--- src/rtl/nibble_add_sched.sv ---
`default_nettype none
// ============================================================================
// Module   : nibble_add_sched
// Brief    : Round-robin shared nibble-serial adder built from a 4-bit slice.
// Revision : 1.0
// ============================================================================

module full_adder (
    input  logic a_i,
    input  logic b_i,
    input  logic c_i,
    output logic s_o,
    output logic c_o
);
    assign s_o = a_i ^ b_i ^ c_i;
    assign c_o = (a_i & b_i) | (c_i & (a_i ^ b_i));
endmodule

module nibble_add_sched #(
    parameter int WIDTH = 16
) (
    input  logic             clk,
    input  logic             rst_n,
    input  logic             req0_valid,
    output logic             req0_ready,
    input  logic [WIDTH-1:0] req0_a,
    input  logic [WIDTH-1:0] req0_b,
    input  logic             req1_valid,
    output logic             req1_ready,
    input  logic [WIDTH-1:0] req1_a,
    input  logic [WIDTH-1:0] req1_b,
    output logic             rsp_valid,
    input  logic             rsp_ready,
    output logic [WIDTH-1:0] rsp_sum,
    output logic             rsp_cout,
    output logic             rsp_id,
    output logic             busy
);
    localparam int NIB = WIDTH / 4;
    localparam int NW  = (NIB > 1) ? $clog2(NIB) : 1;
    localparam logic [NW-1:0] C_LAST_NIB = NW'(NIB - 1);

    typedef enum logic [1:0] {
        IDLE = 2'd0,
        CALC = 2'd1,
        DONE = 2'd2
    } state_t;

    state_t                state_q, state_d;
    logic [NIB-1:0][3:0]   a_q, a_d;
    logic [NIB-1:0][3:0]   b_q, b_d;
    logic [NIB-1:0][3:0]   sum_q, sum_d;
    logic                  carry_q, carry_d;
    logic [NW-1:0]         nib_q, nib_d;
    logic                  last_grant_q, last_grant_d;
    logic                  id_q, id_d;
    logic                  cout_q, cout_d;

    logic [3:0]            w_slice_a, w_slice_b, w_slice_s;
    logic [4:0]            w_chain;
    logic                  w_grant0, w_grant1;

    assign w_slice_a  = a_q[nib_q];
    assign w_slice_b  = b_q[nib_q];
    assign w_chain[0] = carry_q;

    generate
        for (genvar i = 0; i < 4; i++) begin : g_fa
            full_adder u_fa (
                .a_i (w_slice_a[i]),
                .b_i (w_slice_b[i]),
                .c_i (w_chain[i]),
                .s_o (w_slice_s[i]),
                .c_o (w_chain[i+1])
            );
        end
    endgenerate

    // On contention the requester that did not win last time is favoured.
    assign w_grant0 = req0_valid & (~req1_valid | last_grant_q);
    assign w_grant1 = req1_valid & (~req0_valid | ~last_grant_q);

    always_comb begin
        state_d      = state_q;
        a_d          = a_q;
        b_d          = b_q;
        sum_d        = sum_q;
        carry_d      = carry_q;
        nib_d        = nib_q;
        last_grant_d = last_grant_q;
        id_d         = id_q;
        cout_d       = cout_q;
        req0_ready   = 1'b0;
        req1_ready   = 1'b0;
        case (state_q)
            IDLE: begin
                if (w_grant0 | w_grant1) begin
                    req0_ready   = w_grant0;
                    req1_ready   = w_grant1;
                    a_d          = w_grant1 ? req1_a : req0_a;
                    b_d          = w_grant1 ? req1_b : req0_b;
                    id_d         = w_grant1;
                    last_grant_d = w_grant1;
                    carry_d      = 1'b0;
                    nib_d        = '0;
                    state_d      = CALC;
                end
            end
            CALC: begin
                sum_d[nib_q] = w_slice_s;
                carry_d      = w_chain[4];
                nib_d        = nib_q + NW'(1);
                if (nib_q == C_LAST_NIB) begin
                    cout_d  = w_chain[4];
                    nib_d   = '0;
                    state_d = DONE;
                end
            end
            DONE: begin
                if (rsp_ready) begin
                    state_d = IDLE;
                end
            end
            default: state_d = IDLE;
        endcase
    end

    always_ff @(posedge clk or negedge rst_n) begin
        if (!rst_n) begin
            state_q      <= IDLE;
            a_q          <= '0;
            b_q          <= '0;
            sum_q        <= '0;
            carry_q      <= 1'b0;
            nib_q        <= '0;
            last_grant_q <= 1'b1;
            id_q         <= 1'b0;
            cout_q       <= 1'b0;
        end else begin
            state_q      <= state_d;
            a_q          <= a_d;
            b_q          <= b_d;
            sum_q        <= sum_d;
            carry_q      <= carry_d;
            nib_q        <= nib_d;
            last_grant_q <= last_grant_d;
            id_q         <= id_d;
            cout_q       <= cout_d;
        end
    end

    assign rsp_valid = (state_q == DONE);
    assign busy      = (state_q != IDLE);
    assign rsp_sum   = sum_q;
    assign rsp_cout  = cout_q;
    assign rsp_id    = id_q;

endmodule

`default_nettype wire

--- config.mk ---
export PLATFORM = sky130hd
export DESIGN_NAME = nibble_add_sched
export DESIGN_NICKNAME = d
export VERILOG_FILES = /design/src/rtl/nibble_add_sched.sv
export SDC_FILE = /design/constraint.sdc
export NUM_CORES = 1
export LEC_CHECK = 0
export ABC_AREA = 1
export ABC_CLOCK_PERIOD_IN_PS = 2950
export CAP_MARGIN = 20
export CORE_ASPECT_RATIO = 0.7
export CORE_UTILIZATION = 50
export CTS_BUF_LIST = sky130_fd_sc_hd__clkbuf_4 sky130_fd_sc_hd__clkbuf_8
export CTS_CLUSTER_SIZE = 14
export DETAILED_ROUTE_END_ITERATION = 10
export PLACE_DENSITY = 0.81
export SETUP_SLACK_MARGIN = 0.02
export SYNTH_ARGS = -nofsm -noshare
export SYNTH_HDL_FRONTEND = slang
export SYNTH_SLANG_ARGS = --single-unit
--- constraint.sdc ---
create_clock -name clk -period 2.95 [get_ports clk]
set_clock_uncertainty 0.05 [all_clocks]
set_input_delay 0.885 -clock clk [delete_from_list [all_inputs] [get_ports clk]]
set_output_delay 0.885 -clock clk [all_outputs]
set_load 0.02 [all_outputs]
==> results of run 1 <==
## sequential cells by signal (all words and copies together) (netlist names)
register,cells
a_q,16
b_q,16
rsp_sum,16
nib_q,2
state_q,2
carry_q,1
last_grant_q,1
rsp_cout,1
rsp_id,1
## power by group through the flow
stage	clock network, mW	registers, mW	logic, mW
finish	0.432	1.37	2.38
global route	0.468	1.42	2.68
detailed placement	0	1.38	2.40
floorplan	0	1.48	1.44
CTS	0.439	1.37	2.40
global placement	0	1.37	2.33
## logic make-up after synthesis
kind of cell / count (synthesis)
buffers and inverters: 97
flip-flops: 56
AND/OR/NAND/NOR: 251
AO/OA/AOI/OAI: 30
adder cells (fa/ha/maj): 8
## worst max-delay path, stage by stage
cell and delay [ns]:
clkdlybuf4s50_1 0.51, nand2_1 0.07, a21oi_1 0.13, clkdlybuf4s15_1 0.32
## layer usage
layer	global-route usage, %	share of wire [%]	vias to the layer above
met4	4.377	0.47	0
met2	38.97	47	86
met3	4.462	5.8	4
li1	-	-	1518
met1	31.64	47	1398
met5	0	0	-
## stage by stage
| stage | hold WS [ns] | setup slack (ns) | setup TNS, ns | utilization, % | instances |
|---|---|---|---|---|---|
| floorplan | 0.3937 | 0.2363 | 0 | - | 442 |
| global placement | 0.4078 | -0.1800 | -0.3564 | 67.37 | 601 |
| detailed placement | 0.4124 | -0.2083 | -0.4081 | 67.37 | 601 |
| CTS | 0.4317 | 0.05401 | 0 | 68.90 | 609 |
| global route | 0.4601 | 0.03213 | 0 | 68.94 | 609 |
| finish | 0.4315 | 0.09079 | 0 | 68.94 | 609 |
## worst max path at each step
stage	from	to	slack (ns)	depth (start not counted)
2_1_floorplan	nib_q[0]	rsp_sum[11]	0.24	13
3_3_place_gp	req0_valid	req0_ready	-0.18	4
3_5_place_dp	req0_valid	req1_ready	-0.21	5
4_1_cts	req0_valid	req1_ready	0.05	5
5_1_grt	req0_valid	req0_ready	0.03	4
6_report	req0_valid	req0_ready	0.09	4
## cells in the final DEF (no fill, tap or decap), types with 2 or more instances in the layout
cell             count
nand3_2             10
nand2_2              2
nand2_1            150
clkbuf_8             6
inv_1               75
nor2_1              20
nor2_4               2
fa_1                 4
nand3_1             66
buf_4               11
ha_1                 4
o21ai_0             27
dfrtp_1             55
clkdlybuf4s50_1     87
clkdlybuf4s15_1      2
## repair_timing
item / CTS / global route
gates resized for setup: 2 / 2
endpoints found under the setup margin: 2 / 2
pin swaps: 0 / 0
gates cloned: 0 / 0
## final cells by class
cell class / count / area (sq um) / share of cell area, %
well taps: 78 / 97.59 / 2.277
clock inverters: 1 / 7.507 / 0.1752
multi-input cells: 289 / 1404 / 32.76
inverters: 76 / 285.3 / 6.657
flip-flops and latches: 56 / 1403 / 32.73
repair buffers: 102 / 998.5 / 23.30
clock buffers: 7 / 90.09 / 2.102
==> impl_metrics.json, run 1 <==
{
  "place_area_sq_mm": 0.004188,
  "clkSinkCount": 56,
  "required_ns": 2.02,
  "ios": 91,
  "timing.final.crit_period_ns": 2.859,
  "crit_fanout": 3,
  "finalCritPeriodShare_pct": 96.92,
  "avgSynthCellArea_sq_um": 7.289,
  "reg2reg_depth": 12,
  "arrival_ns": 1.92,
  "hold_class": "flip-flop to flip-flop",
  "synthTopCellsByArea": "dfrtp_1, nand2_1, nand3_1",
  "htree_levels": 2,
  "synth_flop_cell": "dfrtp_1",
  "numCtsBuffers": 5,
  "p_sw_share_pct": 45.34,
  "syn_inst": 442,
  "maxCapViolations": 0,
  "gp_congestion": 0.8287,
  "intPower_mw": 2.286,
  "wl_per_cell_um": 11.90,
  "portBuffers": 90,
  "antenna_cells": 0,
  "synth_top_area_share_pct": 42.72,
  "relSlewSlack_pct": 42.76,
  "p_per_area_mw_per_mm2": 976.1,
  "worstMarginPinSlew_ns": 0.8554,
  "dieWidth_um": 97.95,
  "setup.worst_path.end_class": "output pin",
  "synth-xor-area-share_pct": 0,
  "final_nets": 607,
  "synth_common_cells": "nand2_1, inv_1, nand3_1",
  "postCtsSetupBuffers": 0,
  "totalWireLength_um": 7245,
  "async_flop_share_pct": 100.0,
  "switchingPower_mw": 1.896,
  "drv_slew": 0,
  "initial_core_util_pct": 51.83,
  "worstSkewPairLatency_ns": 0.30,
  "ctsHoldBuffers": 0,
  "antenna_found_initial": 0,
  "clk_pin_slew_worst_paths_ns": 0.08,
  "dpl.hpwl_um": 5509,
  "die_h_um": 69.16,
  "rr_endpoint": "rsp_sum[11]",
  "yosysSeqAreaShare_pct": 43.53,
  "leakage_nw": 2.277,
  "grt_max_degree": 38,
  "root_buffer": "clkbuf_8",
  "fmax_mhz": 349.7,
  "rsz0062_at_grt": "false",
  "clockPowerShare_pct": 10.3,
  "holdPathStages": 2,
  "min_from": "rsp_id",
  "r2r_setup_slack_ns": 0.25,
  "nFillCells": 533,
  "synth_top_area_cell": "dfrtp_1",
  "synthAdderAreaFrac_pct": 4.039,
  "status": "finished, violations left",
  "final_area_sq_mm": 0.004285,
  "die-area_sq_mm": 0.006774,
  "ys_warn_count": 0,
  "synth-compound-area-share_pct": 5.087,
  "num_vias": 3006,
  "grt.overflow.total": 0,
  "drive_above_1_share_pct": 6.968,
  "comb_power_share_pct": 57.0,
  "startpoint_type": "primary input",
  "grt_first_pass_wirelength_um": 12700,
  "power_mw": 4.183,
  "drtIter0Drc": 180,
  "cts_buffer_depth": 2,
  "synthToLayoutAreaGrowth_pct": 33.01,
  "setup_viol": 0,
  "finalHoldViolCount": 0,
  "antenna_left": 0,
  "synth.distinct_cells": 21,
  "std_cell_rows": 24,
  "p_seq_share_pct": 32.7,
  "cts_tree": "built",
  "synth_area_sq_mm": 0.003222,
  "synth_edf_count": 0,
  "synth_top_family_by_area": "simple AND/OR/NAND/NOR gates",
  "via_per_inst": 4.936,
  "core_area_sq_mm": 0.006216,
  "post-route-drc-count": 8,
  "drt_first_pass_iters": 8,
  "track_usage_pct": 23.22,
  "synth.most_common_cell": "nand2_1",
  "violations": "design-rule violations",
  "synthesis.nets": 519,
  "synth-simple-area-share_pct": 34.45,
  "holdPathEnd": "rsp_id",
  "grt_pass1_vias": 2825,
  "r2r_start": "nib_q[0]",
  "synth_seq_cells": 56,
  "ir_drop_uv": 461.4,
  "synth_mux_area_share_pct": 0,
  "critPathKind": "primary input to output pin"
}
Note: power is estimated with default switching activity, not from simulation.
==> inputs of run 2 (changes only) <==
CORE_UTILIZATION = 65   (was 50)
DONT_BUFFER_PORTS = 1   (was default)
PLACE_DENSITY = 0.79   (was 0.81)
==> run 2 against run 1 <==
Compared with the run above:
- the flow now finishes without violations
- global-route usage is 4.4 points higher
- via count is 10% lower
- sequential power is 13% higher
- final cell count is 16% lower
- highest routed layer unchanged
- critical path depth is 8 higher
- clock power is 18% higher
- utilization is 2.1 points higher
- combinational power is 16% lower
- non-clock buffer count is 90 lower
- first-iteration DRC count is 5.0% lower
- hold slack worse by 0.23 ns
- sequential share of layout area is 8.5 points higher
==> impl_metrics.json, run 2 (synthesis results as in run 1) <==
{
  "required_ns": 3.14,
  "layout_commonest_cell": "nand2_1",
  "ir_drop_uv": 621.1,
  "setup-tns-final_ns": 0,
  "antenna_found_initial": 0,
  "core_area_sq_mm": 0.004782,
  "critPathKind": "flip-flop to flip-flop",
  "dieWidth_um": 86.15,
  "setup_viol": 0,
  "totalWireLength_um": 6772,
  "root_buffer": "clkbuf_8",
  "ctsHoldBuffers": 0,
  "initial_core_util_pct": 67.37,
  "maxCapViolations": 0,
  "r2r_start": "nib_q[0]",
  "rsz0062_at_grt": "false",
  "final_util_pct": 71.09,
  "grt.overflow.total": 0,
  "antenna_cells": 0,
  "rr_endpoint": "rsp_sum[3]",
  "antenna_left": 0,
  "final_nets": 517,
  "drt_first_pass_iters": 4,
  "post-route-drc-count": 0,
  "path_cells": "buf_6 -> clkinvlp_4 -> buf_4 -> nor2_1 -> nor2_1 -> o21ai_0 -> nand2_1 -> fa_1 -> fa_2 -> inv_2 -> fa_2 -> o21ai_2",
  "dpl.hpwl_um": 4796,
  "leakage_nw": 1.925,
  "die-area_sq_mm": 0.005247,
  "dp_slack_ns": 0.02631,
  "final_cell_mix": "nand2_1, inv_1, nand3_1",
  "grt_max_degree": 57,
  "relSlewSlack_pct": 44.67,
  "portBuffers": 0,
  "slowest_stage": "fa_2",
  "std_cell_rows": 21,
  "timing.final.crit_period_ns": 2.767,
  "crit_fanout": 8,
  "cp-startpoint": "nib_q[0]",
  "track_usage_pct": 27.59,
  "cts_tree": "built",
  "whs_ns": 0.2021,
  "fmax_mhz": 361.3,
  "finalWorstSetupSlack_ns": 0.1826,
  "finalHoldViolCount": 0,
  "arrival_ns": 2.96,
  "startpoint_type": "flip-flop",
  "clkSinkCount": 56,
  "htree_levels": 2,
  "num_vias": 2706,
  "crit_buf_inv": 4,
  "cpPeakStageDelay_ns": 0.46,
  "hold_class": "primary input to async pin",
  "status": "completed",
  "grt_first_pass_wirelength_um": 11060,
  "finalCritPeriodShare_pct": 93.81,
  "critPathTopFamily": "adder cells",
  "p_per_area_mw_per_mm2": 1192,
  "reg2reg_depth": 12,
  "worstMarginPinSlew_ns": 0.8280,
  "via_per_inst": 5.306,
  "grt_pass1_vias": 2360,
  "die_h_um": 60.91,
  "drv_slew": 0,
  "r2r_setup_slack_ns": 0.18,
  "setup.worst_path.end_class": "flip-flop",
  "clk_pin_slew_worst_paths_ns": 0.10,
  "cts_buffer_depth": 2,
  "ios": 91,
  "worstSkewPairLatency_ns": 0.31,
  "numCtsBuffers": 5,
  "synthToLayoutAreaGrowth_pct": 5.515,
  "drtIter0Drc": 171,
  "drive_above_1_share_pct": 9.297,
  "gp_congestion": 0.8237,
  "wl_per_cell_um": 13.28
}
==> run 2: worst max path at each step <==
stage / to / slack [ns] / cells after the start
global placement: rsp_sum[11] / 0.27 / 12
global route: rsp_sum[15] / 0.05 / 12
finish: rsp_sum[3] / 0.18 / 12
CTS: rsp_sum[3] / 0.03 / 12
detailed placement: rsp_sum[3] / 0.03 / 12
floorplan: rsp_sum[11] / 0.24 / 13
==> run 2: per-stage QoR <==
stage                     cell area [sq um]  cells  total power, mW
after CTS                              3338    504            3.888
final                                  3400    510            4.052
after detailed placement               3223    496            3.374
after global routing                   3400    510            4.432
after floorplan                        3222    442            2.912
after global placement                 3223    496            3.290
==> run 2: layout make-up <==
cell class	count	area [sq um]
Multi-Input combinational cell	289	1413
Sequential cell	56	1403
Fill cell	397	1383
Inverter	76	289.0
Timing Repair Buffer	12	93.84
Tap cell	69	86.33
Clock buffer	5	68.82
Clock inverter	3	46.29
==> run 2: where the power goes <==
group          leakage, nW  total (mW)  switching [mW]  internal [mW]
logic                 1.18        2.00            1.28          0.713
registers            0.687        1.55           0.385           1.16
clock network       0.0548       0.509           0.253          0.256
total                 1.93        4.05            1.92           2.13
==> run 2: what timing repair did <==
item                       CTS  global route
buffers inserted             0             6
gates resized for setup      0            12
setup endpoints to repair    0             6
==> run 2: metal layers <==
layer | vias to the layer above | GRT usage (%) | part of all wire (%)
met2 | 100 | 45.92 | 47
met3 | 5 | 6.531 | 6.4
met5 | - | 0 | 0
li1 | 1344 | - | -
met1 | 1257 | 37.20 | 46
met4 | 0 | 7.143 | 0.47
==> inputs of run 3 (changes only) <==
CORE_UTILIZATION = 56   (was 65)
PLACE_DENSITY = 0.69   (was 0.79)
REMOVE_ABC_BUFFERS = 1   (was default)
==> run 3 against run 2 <==
Compared with the run above:
- hold slack gained 0.011 ns
- worst setup slack got worse by 0.011 ns
- sequential share of layout area decreased by 0.64 points
- sequential cell count did not move
- clock-buffer cell count did not move
- fmax shrank 0.38%
- sequential power hardly changed
- global-route usage fell by 4.6 points
- first-iteration DRC count down 25%
- via count fell by 3.5%
- critical path type unchanged
- largest cell class unchanged
- largest power group unchanged
==> impl_metrics.json, run 3 (synthesis results as in run 1) <==
{
  "final_cell_mix": "nand2_1, inv_1, nand3_1",
  "gp_congestion": 0.8224,
  "drt_first_pass_iters": 4,
  "final_area_sq_mm": 0.003453,
  "antenna_left": 0,
  "fmax_mhz": 360.0,
  "layout_commonest_cell": "nand2_1",
  "core_area_sq_mm": 0.005395,
  "path_cells": "buf_6 -> clkinvlp_4 -> buf_4 -> nand2_1 -> nand3_1 -> nand2_1 -> fa_1 -> inv_1 -> fa_1 -> fa_1 -> inv_1 -> fa_2 -> o21ai_0",
  "drive_above_1_share_pct": 9.029,
  "antenna_cells": 0,
  "dieWidth_um": 92.66,
  "cpPeakStageDelay_ns": 0.47,
  "crit_buf_inv": 5,
  "clkSinkCount": 56,
  "dpl.hpwl_um": 4706,
  "grt.overflow.total": 0,
  "final_nets": 519,
  "r2r_start": "nib_q[0]",
  "ios": 91,
  "drtIter0Drc": 128,
  "setup-tns-final_ns": 0,
  "critPathKind": "flip-flop to flip-flop",
  "wl_per_cell_um": 12.71,
  "r2r_setup_slack_ns": 0.17,
  "post-route-drc-count": 0,
  "hold_class": "primary input to async pin",
  "grt_max_degree": 57,
  "synthToLayoutAreaGrowth_pct": 7.184,
  "crit_fanout": 6,
  "std_cell_rows": 22,
  "totalWireLength_um": 6547,
  "crit_top_cell": "fa_1",
  "rsz0062_at_grt": "false",
  "critPathTopFamily": "adder cells",
  "num_vias": 2612,
  "numCtsBuffers": 5,
  "finalCritPeriodShare_pct": 94.17,
  "cts_tree": "built",
  "maxUsedRoutingLayer": "met4",
  "rr_endpoint": "rsp_sum[15]",
  "worstSkewPairLatency_ns": 0.31,
  "die_h_um": 65.46,
  "cts_buffer_depth": 2,
  "finalHoldViolCount": 0,
  "status": "completed",
  "grt_first_pass_wirelength_um": 10940,
  "grt_pass1_vias": 2413,
  "leakage_nw": 1.958,
  "slowest_stage": "fa_2",
  "htree_levels": 2,
  "relSlewSlack_pct": 47.39,
  "die-area_sq_mm": 0.006066,
  "reg2reg_depth": 13,
  "ir_drop_uv": 378.1,
  "met3RoutedLength_um": 286,
  "drv_slew": 0,
  "root_buffer": "clkbuf_8",
  "met1Wirelength_um": 3360,
  "maxCapViolations": 0,
  "wl_met2_um": 2864,
  "timing.final.crit_period_ns": 2.778,
  "track_usage_pct": 23.02,
  "p_per_area_mw_per_mm2": 1205,
  "clk_pin_slew_worst_paths_ns": 0.10,
  "startpoint_type": "flip-flop",
  "worstMarginPinSlew_ns": 0.7872,
  "initial_core_util_pct": 59.72,
  "setup_viol": 0,
  "place_area_sq_mm": 0.003227,
  "arrival_ns": 2.96,
  "required_ns": 3.13,
  "setup.worst_path.end_class": "flip-flop",
  "portBuffers": 0,
  "via_per_inst": 5.072,
  "antenna_found_initial": 0
}
-- run 3: report_power, final --
group          internal (mW)  switching, mW  total (mW)
logic                  0.707           1.24        1.95
registers               1.16          0.379        1.54
clock network          0.424          0.244       0.669
total                   2.29           1.87        4.16
-- run 3: layer usage --
metal	vias up	global-route usage, %
met5	-	0
met4	0	5.192
met3	2	4.630
met2	77	36.11
met1	1190	33.28
li1	1343	-
-- run 3: worst max-delay path by stage --
stage	start	endpoint	slack (ns)	cells after the start
after floorplan	nib_q[0]	rsp_sum[15]	0.10	11
after global placement	nib_q[0]	rsp_sum[15]	0.26	12
after detailed placement	nib_q[0]	rsp_sum[3]	0.16	12
after CTS	nib_q[0]	rsp_sum[15]	0.17	12
after global routing	nib_q[0]	rsp_sum[15]	0.02	12
final	nib_q[0]	rsp_sum[15]	0.17	13
-- run 3: cell type report --
type / count / area, sq um
inverters: 76 / 289.0
repair buffers: 14 / 106.4
multi-input cells: 289 / 1406
clock inverters: 3 / 90.09
clock buffers: 5 / 68.82
well taps: 72 / 90.09
flip-flops and latches: 56 / 1403
fillers: 513 / 1942
-- run 3: metrics by stage --
step,setup WS (ns),hold slack [ns],power (mW),std cells,util (%)
5_1_grt,0.01612,0.1798,4.532,515,64.01
4_1_cts,0.1692,0.1984,4.045,507,62.76
6_report,0.1719,0.2136,4.160,515,64.01
3_5_place_dp,0.1643,0.4118,3.368,499,59.81
3_3_place_gp,0.2574,0.4109,3.318,499,59.81
2_1_floorplan,0.1011,0.3937,2.806,421,-
-- run 3: timing repair --
item / 4_1_cts / 5_1_grt
hold buffers: 0 / 0
gates resized for setup: 0 / 5
setup endpoints to repair: 0 / 4
setup buffers: 0 / 8
